## src/rtl/regfile_dump_reader_if.sv

```systemverilog
// -----------------------------------------------------------------------------
// regfile_dump_reader_if
//   Bundles the control, register-file read port and dump stream signals used
//   by regfile_dump_reader.
//
//   Signals:
//     start        begin a dump (sampled only while idle)
//     abort        synchronous cancel of a dump in progress
//     busy         high while a dump is in progress; steers the shared read port
//     done         one-cycle pulse after the final beat is accepted
//     rf_read_add  register file read address
//     rf_read_data combinational register file read data for rf_read_add
//     dump_valid   beat valid
//     dump_ready   sink accepts the current beat
//     dump_index   register index carried by the current beat
//     dump_data    register value carried by the current beat
//
//   Modports:
//     master  the dump reader
//     slave   the environment: controller, register file and trace sink
// -----------------------------------------------------------------------------
interface regfile_dump_reader_if #(
    parameter int unsigned ADDR_W = 5,
    parameter int unsigned DATA_W = 32
);
    logic              start;
    logic              abort;
    logic              busy;
    logic              done;
    logic [ADDR_W-1:0] rf_read_add;
    logic [DATA_W-1:0] rf_read_data;
    logic              dump_valid;
    logic              dump_ready;
    logic [ADDR_W-1:0] dump_index;
    logic [DATA_W-1:0] dump_data;

    modport master (
        input  start,
        input  abort,
        input  rf_read_data,
        input  dump_ready,
        output busy,
        output done,
        output rf_read_add,
        output dump_valid,
        output dump_index,
        output dump_data
    );

    modport slave (
        output start,
        output abort,
        output rf_read_data,
        output dump_ready,
        input  busy,
        input  done,
        input  rf_read_add,
        input  dump_valid,
        input  dump_index,
        input  dump_data
    );
endinterface

```

## src/rtl/regfile_dump_reader.sv

```systemverilog
// -----------------------------------------------------------------------------
// regfile_dump_reader
//   Synthesizable dump path for the register file. On a start pulse it walks
//   the shared read port from FIRST_REG up to NUM_REGS-1 and streams each
//   (index, value) pair to a trace sink over a valid/ready handshake.
//
//   Ports:
//     clk    rising-edge clock
//     reset  asynchronous, active-low reset
//     bus    regfile_dump_reader_if.master (start/abort, busy/done, register
//            file read port, dump stream)
//
//   Optional feature:
//     REGDUMP_SKIP_ZERO_EN  when defined, registers reading as zero produce no
//                           beat; each skipped register costs one cycle.
// -----------------------------------------------------------------------------
module regfile_dump_reader #(
    parameter int unsigned NUM_REGS  = 32,
    parameter int unsigned ADDR_W    = 5,
    parameter int unsigned DATA_W    = 32,
    parameter int unsigned FIRST_REG = 0
) (
    input  logic                   clk,
    input  logic                   reset,
    regfile_dump_reader_if.master  bus
);

    localparam logic [ADDR_W-1:0] FIRST_IDX = ADDR_W'(FIRST_REG);
    localparam logic [ADDR_W-1:0] LAST_IDX  = ADDR_W'(NUM_REGS - 1);

    typedef enum logic [1:0] {
        S_IDLE,
        S_FETCH,
        S_SEND,
        S_DONE
    } state_t;

    state_t            r_state;
    state_t            w_state_nxt;
    logic [ADDR_W-1:0] r_cnt;
    logic [ADDR_W-1:0] w_cnt_nxt;
    logic              r_valid;
    logic              w_valid_nxt;
    logic [ADDR_W-1:0] r_index;
    logic [ADDR_W-1:0] w_index_nxt;
    logic [DATA_W-1:0] r_data;
    logic [DATA_W-1:0] w_data_nxt;
    logic              w_skip;
    logic              w_last;

    assign w_last = (r_cnt == LAST_IDX);

`ifdef REGDUMP_SKIP_ZERO_EN
    assign w_skip = (bus.rf_read_data == '0);
`else
    assign w_skip = 1'b0;
`endif

    // State and datapath registers
    always_ff @(posedge clk or negedge reset) begin
        if (!reset) begin
            r_state <= S_IDLE;
            r_cnt   <= FIRST_IDX;
            r_valid <= 1'b0;
            r_index <= '0;
            r_data  <= '0;
        end else begin
            r_state <= w_state_nxt;
            r_cnt   <= w_cnt_nxt;
            r_valid <= w_valid_nxt;
            r_index <= w_index_nxt;
            r_data  <= w_data_nxt;
        end
    end

    // Next-state and datapath update
    always_comb begin
        w_state_nxt = r_state;
        w_cnt_nxt   = r_cnt;
        w_valid_nxt = r_valid;
        w_index_nxt = r_index;
        w_data_nxt  = r_data;

        case (r_state)
            S_IDLE: begin
                if (bus.start) begin
                    w_state_nxt = S_FETCH;
                    w_cnt_nxt   = FIRST_IDX;
                end
            end
            S_FETCH: begin
                if (w_skip) begin
                    // No beat for this register; move straight to the next one.
                    if (w_last) begin
                        w_state_nxt = S_DONE;
                    end else begin
                        w_cnt_nxt = r_cnt + ADDR_W'(1);
                    end
                end else begin
                    w_valid_nxt = 1'b1;
                    w_index_nxt = r_cnt;
                    w_data_nxt  = bus.rf_read_data;
                    w_state_nxt = S_SEND;
                end
            end
            S_SEND: begin
                if (bus.dump_ready) begin
                    w_valid_nxt = 1'b0;
                    if (w_last) begin
                        w_state_nxt = S_DONE;
                    end else begin
                        w_cnt_nxt   = r_cnt + ADDR_W'(1);
                        w_state_nxt = S_FETCH;
                    end
                end
            end
            S_DONE: begin
                w_state_nxt = S_IDLE;
            end
            default: begin
                w_state_nxt = S_IDLE;
                w_valid_nxt = 1'b0;
            end
        endcase

        // Abort overrides any accept or transition decided above.
        if (r_state != S_IDLE && bus.abort) begin
            w_state_nxt = S_IDLE;
            w_valid_nxt = 1'b0;
        end
    end

    assign bus.busy        = (r_state != S_IDLE);
    assign bus.done        = (r_state == S_DONE);
    // Address follows the counter, which stays put through SEND and DONE.
    assign bus.rf_read_add = (r_state == S_IDLE) ? '0 : r_cnt;
    assign bus.dump_valid  = r_valid;
    assign bus.dump_index  = r_index;
    assign bus.dump_data   = r_data;

endmodule

```

## src/flat_wrapper.sv

```systemverilog
// flat-port wrapper written by rule: the top's interface ports become plain ports
module regfile_dump_reader_flat 
#(
    parameter int unsigned NUM_REGS  = 32,
    parameter int unsigned ADDR_W    = 5,
    parameter int unsigned DATA_W    = 32,
    parameter int unsigned FIRST_REG = 0
)
  (clk, reset, bus_start, bus_abort, bus_rf_read_data, bus_dump_ready, bus_busy, bus_done, bus_rf_read_add, bus_dump_valid, bus_dump_index, bus_dump_data);
  regfile_dump_reader_if #(.ADDR_W(ADDR_W), .DATA_W(DATA_W)) bus_i ();
  input  logic clk;
  input  logic reset;
  input wire logic [$bits(bus_i.start)-1:0] bus_start;
  input wire logic [$bits(bus_i.abort)-1:0] bus_abort;
  input wire logic [$bits(bus_i.rf_read_data)-1:0] bus_rf_read_data;
  input wire logic [$bits(bus_i.dump_ready)-1:0] bus_dump_ready;
  output wire logic [$bits(bus_i.busy)-1:0] bus_busy;
  output wire logic [$bits(bus_i.done)-1:0] bus_done;
  output wire logic [$bits(bus_i.rf_read_add)-1:0] bus_rf_read_add;
  output wire logic [$bits(bus_i.dump_valid)-1:0] bus_dump_valid;
  output wire logic [$bits(bus_i.dump_index)-1:0] bus_dump_index;
  output wire logic [$bits(bus_i.dump_data)-1:0] bus_dump_data;
  assign bus_i.start = bus_start;
  assign bus_i.abort = bus_abort;
  assign bus_i.rf_read_data = bus_rf_read_data;
  assign bus_i.dump_ready = bus_dump_ready;
  assign bus_busy = bus_i.busy;
  assign bus_done = bus_i.done;
  assign bus_rf_read_add = bus_i.rf_read_add;
  assign bus_dump_valid = bus_i.dump_valid;
  assign bus_dump_index = bus_i.dump_index;
  assign bus_dump_data = bus_i.dump_data;
  regfile_dump_reader #(.NUM_REGS(NUM_REGS), .ADDR_W(ADDR_W), .DATA_W(DATA_W), .FIRST_REG(FIRST_REG)) u_core (.clk(clk), .reset(reset), .bus(bus_i));
endmodule
```

## config.mk

```make
export PLATFORM = sky130hd
export DESIGN_NAME = regfile_dump_reader_flat
export DESIGN_NICKNAME = d
export VERILOG_FILES = /design/src/rtl/regfile_dump_reader_if.sv /design/src/rtl/regfile_dump_reader.sv /design/src/flat_wrapper.sv
export SDC_FILE = /design/constraint.sdc
export NUM_CORES = 1
export LEC_CHECK = 0
export BUFFER_PORTS_ARGS = -buffer_cell sky130_fd_sc_hd__buf_2
export CAP_MARGIN = 0
export CORE_MARGIN = 10
export CORE_UTILIZATION = 40
export DETAILED_ROUTE_END_ITERATION = 8
export PLACE_DENSITY_LB_ADDON = 0.15
export SLEW_MARGIN = 10
export SYNTH_ARGS = -nofsm -noshare
export SYNTH_HDL_FRONTEND = slang
export SYNTH_SLANG_ARGS = --single-unit
export TNS_END_PERCENT = 50
```

## constraint.sdc

```tcl
create_clock -name clk -period 2.05 [get_ports clk]
set_input_delay 0.1025 -clock clk [delete_from_list [all_inputs] [get_ports clk]]
set_output_delay 0.1025 -clock clk [all_outputs]
set_load 0.02 [all_outputs]
```

==> flow_metrics.tcl <==
set metrics [dict create \
    rows 25 \
    grt_max_degree 38 \
    hold_ws_ns 0.0426 \
    grt_pass1_wl_mm 7.75 \
    pin_count 82 \
    register_area_sq_um 1130 \
    pwr_density_cell_nw_per_um2 1530 \
    cts_buffer_depth 2 \
    fin_ws_ns 0.119 \
    root_buffer "clkbuf_8" \
    die-area_sq_um 8170 \
    critPathArrivalTime_ns 2.14 \
    min_period_ns 1.93 \
    drtIter0Drc 59 \
    fillerInstances 448 \
    yosysSeqAreaShare 0.569 \
    fin_cells 295 \
    met1_usage 0.129 \
    use_met3 0.0632 \
    slew_headroom 0.706 \
    syn_inst 141 \
    critPathMaxFanout 5 \
    synth_edf_count 0 \
    setup_viol 0 \
    die_h_microns 90.4 \
    clkTransAtPathRegs_ns 0.07 \
    track_usage 0.115 \
    finClkSkew_ns 0.00375 \
    portBuffers 81 \
    synthArstFlopShare 1.00 \
    grt_pass1_vias 1559 \
    period_share 0.942 \
    netlist_top_cells_count "45 x dfrtp_1, 37 x mux2_2, 6 x ha_1, 6 x nand2_1" \
    totalWireLength_mm 4.49 \
    numClockSinks 45 \
    drv_slew 0 \
    post_cts_resized 0 \
    post-cts-setup-buffers 0 \
    r2r_slack_ns 0.12 \
    die_x_microns 90.4 \
    critPathSlowestCell "dfrtp_1" \
    final_nets 271 \
    required_ns 2.26 \
    reg2reg_depth 6 \
    fin_util 0.542 \
    areaGrowthSynthToFinish_pct 30.0 \
    critical_path_class "reg2reg" \
    cp_slowest_stage_delay_ns 0.42 \
    synthesis.area_sq_um 1980 \
    hpwl_mm 3.60 \
    core-area_sq_um 4750 \
    multiInputGateArea_sq_um 802 \
    synthTopCellsByArea "dfrtp_1 57%, mux2_2 21%, ha_1 3.8%" \
    yosysMostFrequentCell "dfrtp_1" \
    start_kind "flop" \
    crit_path_end_kind "flop" \
    final_cell_area_sq_um 2570 \
    cpMostUsedCell "ha_1" \
    dr.pass1.iters 4 \
    irDropWorstVdd_uv 626 \
    crit_start "u_core.r_cnt[0]" \
    cts_buffers 5 \
    place_ws_ns 0.120 \
    hold_viol_final 0 \
    r2r_end "u_core.r_cnt[3]" \
    ctsHtreeMaxLevel 2 \
    wl_per_cell_microns 15.2 \
    drive_above_1_share 0.592 \
    final_antenna_net_count 0 \
    worst_pin_slew_ns 0.441 \
    path_cells "ha_1 > and3_1 > ha_1 > nand2b_4 > a2111oi_2 > mux2i_1" \
    ys_types 28 \
    drv_cap 0 \
    rsz0062_at_grt "true" \
    overflow 0 \
    hp-class "in2reg" \
    syn_area_per_cell_sq_um 14.0 \
    leakagePower_nw 1.28 \
    gp_congestion 0.766 \
    synth_seq_cells 45 \
    outcome "finished clean" \
    ys.flop_type "dfrtp_1" \
    yosysTopAreaCellShare 0.569 \
    syn-num-nets 184 \
    n_antenna_cell 0 \
    synth_area_leader_cell "dfrtp_1" \
    crit_end "u_core.r_cnt[3]" \
    place_inst 287 \
    antenna_found_initial 0 \
    start_util 0.417 \
    grt_busiest_layer "met2" \
    fmax_mhz 518 \
    dpl-instance-area_sq_um 2480 \
    num_vias 1395 \
    ys_warn_count 0 \
    rr_startpoint "u_core.r_cnt[0]" \
    via_per_inst 4.73 \
    drcViolationCount 0 \
    clock_latency_ns 0.29 \
    cts_tree "built" \
    grt_use_met2 0.185 \
]
-- sequential cells by signal, summed over array words and instances (netlist names) --
name                   cells
u_core.bus.dump_valid      1
u_core.r_cnt               5
u_core.r_state             2
u_core.bus.dump_index      5
u_core.bus.dump_data      32
-- placed cells by master (no fill, tap or decap), types with 4 or more instances in the layout --
cell type	synthesis	routed
nand2b_1	4	4
nand2_1	6	6
inv_1	5	5
ha_1	6	5
mux2i_1	4	4
dfrtp_1	45	45
buf_2	5	81
mux2_2	37	37
and2b_1	4	4
clkbuf_8	0	6
-- final cells by class --
| cell class | instances | share of cell area |
|---|---|---|
| Sequential cell | 45 | 0.437 |
| Multi-Input combinational cell | 85 | 0.311 |
| Timing Repair Buffer | 86 | 0.178 |
| Clock buffer | 7 | 0.0335 |
| Tap cell | 67 | 0.0326 |
| Inverter | 5 | 0.00729 |
-- stage by stage --
step / setup TNS (ns) / power, mW
6_report: 0 / 3.95
5_1_grt: -0.0312 / 4.25
4_1_cts: 0 / 4.03
3_5_place_dp: 0 / 3.49
3_3_place_gp: 0 / 3.43
2_1_floorplan: 0 / 2.83
-- timing repair --
item / 4_1_cts / 5_1_grt
endpoints found under the setup margin: 0 / 2
hold buffers: 1 / 0
hold endpoints to repair: 19 / 0
-- routing by layer --
| metal | part of all wire | vias to the layer above | routed length, microns |
|---|---|---|---|
| li1 | - | 670 | - |
| met1 | 0.40 | 672 | 1790 |
| met2 | 0.49 | 49 | 2220 |
| met3 | 0.10 | 4 | 459 |
| met4 | 0.0056 | 0 | 25 |
| met5 | 0 | - | 0 |
-- worst max-delay path: cells and delay by family, from the launching register on --
kind                     cells  cell delay [ns]
multiplexers                 1             0.22
flip-flops                   1             0.42
adder cells (fa/ha/maj)      2             0.47
AO/OA/AOI/OAI                1             0.38
AND/OR/NAND/NOR              2             0.36
-- report_power, final --
group | internal [mW] | switching, mW
combinational | 0.866 | 1.10
sequential | 1.27 | 0.187
clock | 0.267 | 0.259
total | 2.40 | 1.55
-- kinds of logic after synthesis --
logic type,after synthesis,synth area share
adders and majority gates,6,0.0379
buffers and inverters,11,0.0278
DFF,45,0.569
AOI/OAI and AO/OA,9,0.0430
muxes,41,0.231
and+or+nand+nor,29,0.0922
-- how the worst min path moves through the flow --
stage	slack [ns]	cells past startpoint	startpoint	end
2_1_floorplan	-0.19	0	reset	u_core.bus.dump_data[0]
3_3_place_gp	0.07	1	reset	u_core.bus.dump_data[12]
3_5_place_dp	0.08	1	reset	u_core.bus.dump_data[12]
4_1_cts	0.03	2	bus_rf_read_data[24]	u_core.bus.dump_data[24]
5_1_grt	0.03	2	bus_rf_read_data[5]	u_core.bus.dump_data[5]
6_report	0.04	2	bus_rf_read_data[5]	u_core.bus.dump_data[5]
(Power assumes the default switching activity.)
